--- src/rtl/adder_seq_ctrl.sv ---
// Wide add/subtract done one N-bit slice per cycle, LSW first, through a single adder slice.
// A carry register links the slices; the flags are captured alongside the final slice write.
module adder_seq_ctrl #(
  parameter int N     = 8,
  parameter int WORDS = 4
) (
  input  logic               clk,
  input  logic               rst_n,
  input  logic               start,
  input  logic [N*WORDS-1:0] op_a,
  input  logic [N*WORDS-1:0] op_b,
  input  logic               sub,
  input  logic               sign,
  output logic               busy,
  output logic               done,
  output logic [N*WORDS-1:0] result,
  output logic               cout,
  output logic               ovf
);
  localparam int W  = N * WORDS;
  localparam int IW = (WORDS > 1) ? $clog2(WORDS) : 1;

  typedef enum logic [1:0] {IDLE, RUN, DONE} state_t;

  state_t        state, state_nxt;
  logic [W-1:0]  a_q, b_q;
  logic          sub_q, sign_q, carry;
  logic [IW-1:0] idx;
  logic [N-1:0]  a_sl, b_sl, sum_sl;
  logic          c_sl, accept, last;

  assign accept = start && (state != RUN);
  assign last   = (idx == IW'(WORDS - 1));
  assign busy   = (state == RUN);
  assign done   = (state == DONE);

  // Subtract is A + ~B + 1; the +1 enters through the carry register seeded with sub.
  assign a_sl = a_q[idx*N +: N];
  assign b_sl = b_q[idx*N +: N] ^ {N{sub_q}};
  assign {c_sl, sum_sl} = {1'b0, a_sl} + {1'b0, b_sl} + {{N{1'b0}}, carry};

  always_comb begin
    state_nxt = state;
    case (state)
      IDLE:    if (start) state_nxt = RUN;
      RUN:     if (last)  state_nxt = DONE;
      DONE:    state_nxt = start ? RUN : IDLE;
      default: state_nxt = IDLE;
    endcase
  end

  always_ff @(posedge clk or negedge rst_n) begin
    if (!rst_n) begin
      state  <= IDLE;
      a_q    <= '0;
      b_q    <= '0;
      sub_q  <= 1'b0;
      sign_q <= 1'b0;
      carry  <= 1'b0;
      idx    <= '0;
      result <= '0;
      cout   <= 1'b0;
      ovf    <= 1'b0;
    end else begin
      state <= state_nxt;
      if (accept) begin
        a_q    <= op_a;
        b_q    <= op_b;
        sub_q  <= sub;
        sign_q <= sign;
        carry  <= sub;
        idx    <= '0;
        cout   <= 1'b0;
        ovf    <= 1'b0;
      end else if (state == RUN) begin
        result[idx*N +: N] <= sum_sl;
        carry              <= c_sl;
        idx                <= last ? '0 : idx + 1'b1;
        // The MSB slice is in flight on the last RUN cycle, so its sign bits decide overflow.
        if (last) begin
          cout <= c_sl;
          ovf  <= sign_q & (a_sl[N-1] == b_sl[N-1]) & (sum_sl[N-1] != a_sl[N-1]);
        end
      end
    end
  end
endmodule

--- config.mk ---
export PLATFORM = sky130hd
export DESIGN_NAME = adder_seq_ctrl
export DESIGN_NICKNAME = d
export VERILOG_FILES = /design/src/rtl/adder_seq_ctrl.sv
export SDC_FILE = /design/constraint.sdc
export NUM_CORES = 1
export LEC_CHECK = 0
export CAP_MARGIN = 20
export CORE_ASPECT_RATIO = 0.7
export CORE_MARGIN = 5
export CORE_UTILIZATION = 54
export CTS_CLUSTER_DIAMETER = 120
export DETAILED_ROUTE_END_ITERATION = 6
export HOLD_SLACK_MARGIN = 0.05
export PLACE_DENSITY = 0.88
export SETUP_SLACK_MARGIN = 0.02
export SLEW_MARGIN = 25
export SYNTH_ARGS = -nofsm -noshare
export SYNTH_HDL_FRONTEND = slang
export SYNTH_SLANG_ARGS = --single-unit
--- constraint.sdc ---
create_clock -name clk -period 6.3 [get_ports clk]
set_input_delay 0.63 -clock clk [delete_from_list [all_inputs] [get_ports clk]]
set_output_delay 0.63 -clock clk [all_outputs]
set_load 0.03 [all_outputs]
# Word level (Yosys, flattened, before mapping)
# Index checks and enable logic that the tools add are counted.
[word_totals]
register_bits = 105
inputBits = 69
[classes]
n_addsub = 4
eq_ne = 8
shift = 4
muxes = 16
n_bitwise = 4
n_reduce_logical = 7
[op_table]
columns = ["cell", "count"]
rows = [
  ["$shiftx 32x6->8", 2],
  ["$neg 5->34", 1],
  ["$shift 8x34->32 const A", 1],
  ["$shiftx 8x34->32", 1],
  ["$bwmux 32", 1],
  ["$mux 2", 5],
  ["$add 8x8->9", 1],
  ["$add 9x1->9", 1],
  ["$mux 1", 9],
  ["$xor 8x8->8", 1],
  ["$pmux 2 s3", 1],
  ["$reduce_and 2->1", 3],
  ["$eq 2x2->1 const B", 2],
  ["$ne 2x1->1 const B", 2],
  ["$reduce_bool 2->1", 2],
  ["$add 2x1->2 const B", 1],
  ["$and 1x1->1", 2],
  ["$eq 2x1->1 const B", 1],
  ["$logic_not 2->1", 1],
  ["$ne 2x2->1 const B", 1],
  ["$eq 1x1->1", 1],
  ["$logic_and 1x1->1", 1],
  ["$ne 1x1->1", 1],
  ["$not 1->1", 1],
]

# Longest topological paths before layout
[depth]
ltp_word = 9
depth_mapped = 12
mapped_depth_nobuf = 10

# Worst setup path after synthesis
# No wires, ideal clock.
[synth_path]
path_type = "register -> register"
start = "register idx[0]"
end = "register result[22]"
arrival_ps = 2869
t_required_ps = 6179
setup_slack_ps = 3310
stages_incl_launch_ff = 12
n_path_buf = 2
period_less_slack_ps = 2990
path_cell_list = "dfrtp_1 > clkbuf_2 > buf_4 > mux4_2 > xnor2_1 > fa_1 > inv_1 > fa_1 > a21o_1 > a221oi_2 > xnor2_1 > a22o_1"
[synth_via]
elab_chain_cells = 6
word_cells_on_any_way = 9
cone_classes = "3 x add/sub; 4 x shift; 1 x mux; 1 x bitwise"
[synth_lines]
columns = ["element", "line_no", "text"]
rows = [
  ["start: declaration", "28", "logic [IW-1:0] idx;"],
  ["start signal: assignment", "78", "idx <= last ? '0 : idx + 1'b1;"],
  ["$shiftx 32x6->8", "39", "assign b_sl = b_q[idx*N +: N] ^ {N{sub_q}};"],
  ["$xor 8x8->8", "39", ""],
  ["$add 8x8->9", "40", "assign {c_sl, sum_sl} = {1'b0, a_sl} + {1'b0, b_sl} + {{N{1'b0}}, carry};"],
  ["$add 9x1->9", "40", ""],
  ["$shiftx 8x34->32", "76", "result[idx*N +: N] <= sum_sl;"],
  ["$bwmux 32 (*)", "76", ""],
  ["end signal: indexed assignment", "76", ""],
  ["end: declaration", "16", "output logic [N*WORDS-1:0] result,"],
]
# Every way passes the cells marked *; elsewhere a longest branch is shown, timed or not.
# A chain may end at the register's enable or synchronous reset.

# Final worst setup path
[layout_path]
start = "register idx[0]"
end = "register ovf"
[layout_via]
elab_chain_cells = 9
word_cells_on_any_way = 15
cone_classes = "2 x add/sub; 3 x eq/ne; 2 x shift; 3 x mux; 3 x bitwise; 2 x reduce/logical"
[layout_lines]
columns = ["element", "line_no", "text"]
rows = [
  ["$shiftx 32x6->8", "39", ""],
  ["$xor 8x8->8", "39", ""],
  ["$add 8x8->9", "40", ""],
  ["$add 9x1->9", "40", ""],
  ["$ne 1x1->1", "82", "ovf <= sign_q & (a_sl[N-1] == b_sl[N-1]) & (sum_sl[N-1] != a_sl[N-1]);"],
  ["$and 1x1->1", "82", ""],
  ["$mux 1", "80", "if (last) begin"],
  ["$mux 1", "75", "end else if (state == RUN) begin"],
  ["$mux 1", "66", "if (accept) begin"],
  ["end signal: assignment", "82", ""],
  ["end: declaration", "18", "output logic ovf"],
]
# Several ways; a longest one is shown, not always the timed one. The select of a mux whose other input is x is not followed.

==> results by group <==
Worst setup path
  – Crit path buf inv count: 1
  – Reg2Reg Depth: 8
  – CP max stage cell: dfrtp_1
  – Stages on the worst setup path: 8
  – Worst setup EP type: register
  – Worst setup path category: register to register
  – CP required: 6.49 ns
  – RR Endpoint: ovf
  – CP cell instances: buf_4, mux4_2, ha_1, a21o_1, or3_1, o22a_1, xnor2_1, o41ai_1
  – CP delay by family, top: compound AO/OA/AOI/OAI gates
  – Delay of the slowest critical-path stage: 0.66 ns
  – Reg2reg start: idx[0]
  – Arr. time, crit path: 3.66 ns
  – CP Launch Type: register
  – Critical path peak fanout: 18
  – FF-to-FF setup slack: 2.83 ns

Finish
  – Antenna cell count: 0
  – Layout cells sized above 1: 0.246
  – Multi-input logic area: 2030 um^2
  – Commonest non-fill, non-tap cell in the layout: dfrtp_1
  – Seq. cell area: 2630 um^2
  – NumNets Final: 523
  – Most frequent cells in the layout: 105 x dfrtp_1, 103 x clkdlybuf4s50_1, 66 x mux2_2
  – Fillers: 582
  – Fin util: 0.728
  – Layout Area Growth over Synthesis: 30.1%

Clocking
  – # H-tree levels: 3
  – TritonCTS clock tree: yes
  – CTS sink cnt: 105
  – Clock slew at reported path FFs: 0.07 ns
  – Post-CTS Hold Buffers: 0
  – Clock Tree Root: clkbuf_16
  – Clock buffer depth: 2
  – Post-cts resize count: 0
  – Worst-Skew Late Latency: 0.34 ns
  – Cts bufs inserted: 9
  – Post-CTS setup buffers: 0

Route
  – DRC viols: 0
  – Routed Antenna Nets: 0
  – Final WL: 10800 um
  – Initial DRC Count: 224
  – Via density: 5.59
  – Drt first pass iters: 4
  – Routed len/inst: 19.3 um
  – DR vias: 3149

Pwr
  – Worst vdd ir: 0.509 mV
  – Flop pwr share: 0.293
  – Clock power frac: 0.133
  – Net Sw Frac: 0.423
  – Power density cells: 655 nW/um^2
  – Switching pwr: 1720 uW
  – Gate power share: 0.574
  – Pleak: 0.00265 uW
  – P_int: 2340 uW

Synthesis
  – Area leader, netlist: dfrtp_1
  – Netlist cell types: 41
  – Syn Area/Cell: 14.3 um^2
  – Area contributors post-synth: dfrtp_1 55%, mux2_2 16%, mux4_2 7.6%
  – Cell count after synthesis: 334
  – Post-synth top area share: 0.552
  – Sequential area share after synthesis: 0.552
  – Synth Cell Area: 4760 um^2
  – Syn nets: 418
  – #FFs+latches synth: 105
  – Yosys warning count: 0

Timing
  – Final setup fails: 0
  – Tmin final: 3.47 ns
  – Max Fclk: 289 MHz
  – RSZ-0062 raised after global routing: no
  – Max transition margin: 0.449
  – Final setup TNS: 0 ns
  – Worst-Margin Slew: 0.826 ns
  – Fin Clk Skew: 0.00677 ns
  – Final Cycle Share: 0.550
  – Final hold violations: 0
  – Slew Viols, Final: 0

Die
  – Core Footprint: 8510 um^2
  – # IOs: 105
  – Starting Density: 0.560
  – Core Rows: 28
  – Die area: 10800 um^2
  – Die X-Extent: 122 um
  – Die height: 88.6 um

Place
  – IO buf count: 104
  – GPL Wtd Cong: 0.815
  – Post-detail-place hpwl: 8100 um

Global routing
  – Total GRT Usage: 0.219
  – Vias in the first global route: 3549
  – GRT busiest layer: met2
  – Global-route wire length before repair: 18100 um
  – Initial antenna violation count: 0
  – Total gr overflow: 0
  – GR met1 Demand/Resource: 0.285
  – Largest net degree at the start of global routing: 62
  – Met3 usage: 0.0620
  – Met2 usage: 0.367

Outcome
  – Status: completed

Hold path
  – Worst hold path class: input pin to async pin

Run
  – Max-Cap Viols: 0
-- area by class of cell --
class / instances / share of cell area
sequential: 105 / 0.424
multi-input combinational: 205 / 0.327
timing repair buffer: 107 / 0.171
clock buffer: 10 / 0.0369
tap: 120 / 0.0242
clock inverter: 5 / 0.00929
inverter: 11 / 0.00686
-- cell usage after synthesis --
library cell    n
dfrtp_1       105
mux2_2         66
a22o_1         20
nand2_1        19
mux4_2         16
ha_1           13
buf_2          10
inv_1          10
o21ai_0         9
xnor2_1         7
xor2_1          7
nor2_1          6
a21oi_1         5
o21ai_1         4
nand2b_1        3
nor3_1          3
or3_1           3
a21o_1          2
fa_1            2
nand2_2         2
nand3_1         2
a221oi_2        1
a31o_2          1
and3_1          1
buf_4           1
clkbuf_1        1
clkbuf_2        1
clkinv_2        1
nand2b_4        1
nand4_1         1
nor2b_1         1
nor4_2          1
o211a_1         1
o211ai_1        1
o21bai_1        1
o22a_1          1
o22ai_1         1
o31ai_1         1
o41ai_1         1
or4_1           1
xnor2_2         1
-- sequential cells by signal, indices dropped and copies added (netlist names) --
signal	flops
result	32
carry	1
cout	1
a_q	32
sign_q	1
idx	2
state	2
ovf	1
b_q	32
sub_q	1
-- how the worst max path moves through the flow --
stage / start / endpoint / slack, ns
finish: idx[0] / ovf / 2.83
global route: idx[0] / ovf / 2.59
CTS: idx[0] / ovf / 2.80
detailed placement: idx[0] / ovf / 2.96
global placement: idx[0] / ovf / 3.13
floorplan: idx[0] / result[22] / 3.31
-- routing by layer --
metal,wire length [um],share of wire,up-vias
li1,-,-,1427
met1,4750,0.44,1602
met3,684,0.063,12
met2,5300,0.49,108
met4,116,0.011,0
met5,0,0,-
-- through the flow --
stage	hold WS [ns]	total power, uW	cells	cell area [um^2]	worst slack [ns]
detailed placement	0.474	3500	548	5910	2.96
finish	0.275	4060	563	6200	2.83
global placement	0.462	3370	548	5910	3.13
global route	0.319	4350	563	6200	2.59
CTS	0.305	4070	563	6200	2.80
floorplan	0.334	2820	334	4760	3.31
-- cells by family after synthesis --
family,synth area share
flip-flops,0.552
multiplexers,0.232
AO/OA/AOI/OAI,0.0757
AND/OR/NAND/NOR,0.0465
buffers and inverters,0.0229
XOR/XNOR,0.0292
adder cells (fa/ha/maj),0.0426
-- power groups by stage --
stage,registers (uW),logic [uW],clock network (uW)
after floorplan,1210,1610,0
after global placement,1180,2190,0
after detailed placement,1200,2290,0
after CTS,1190,2330,549
after global routing,1230,2540,583
final,1190,2330,539
Power figures use the tool's default switching activity.
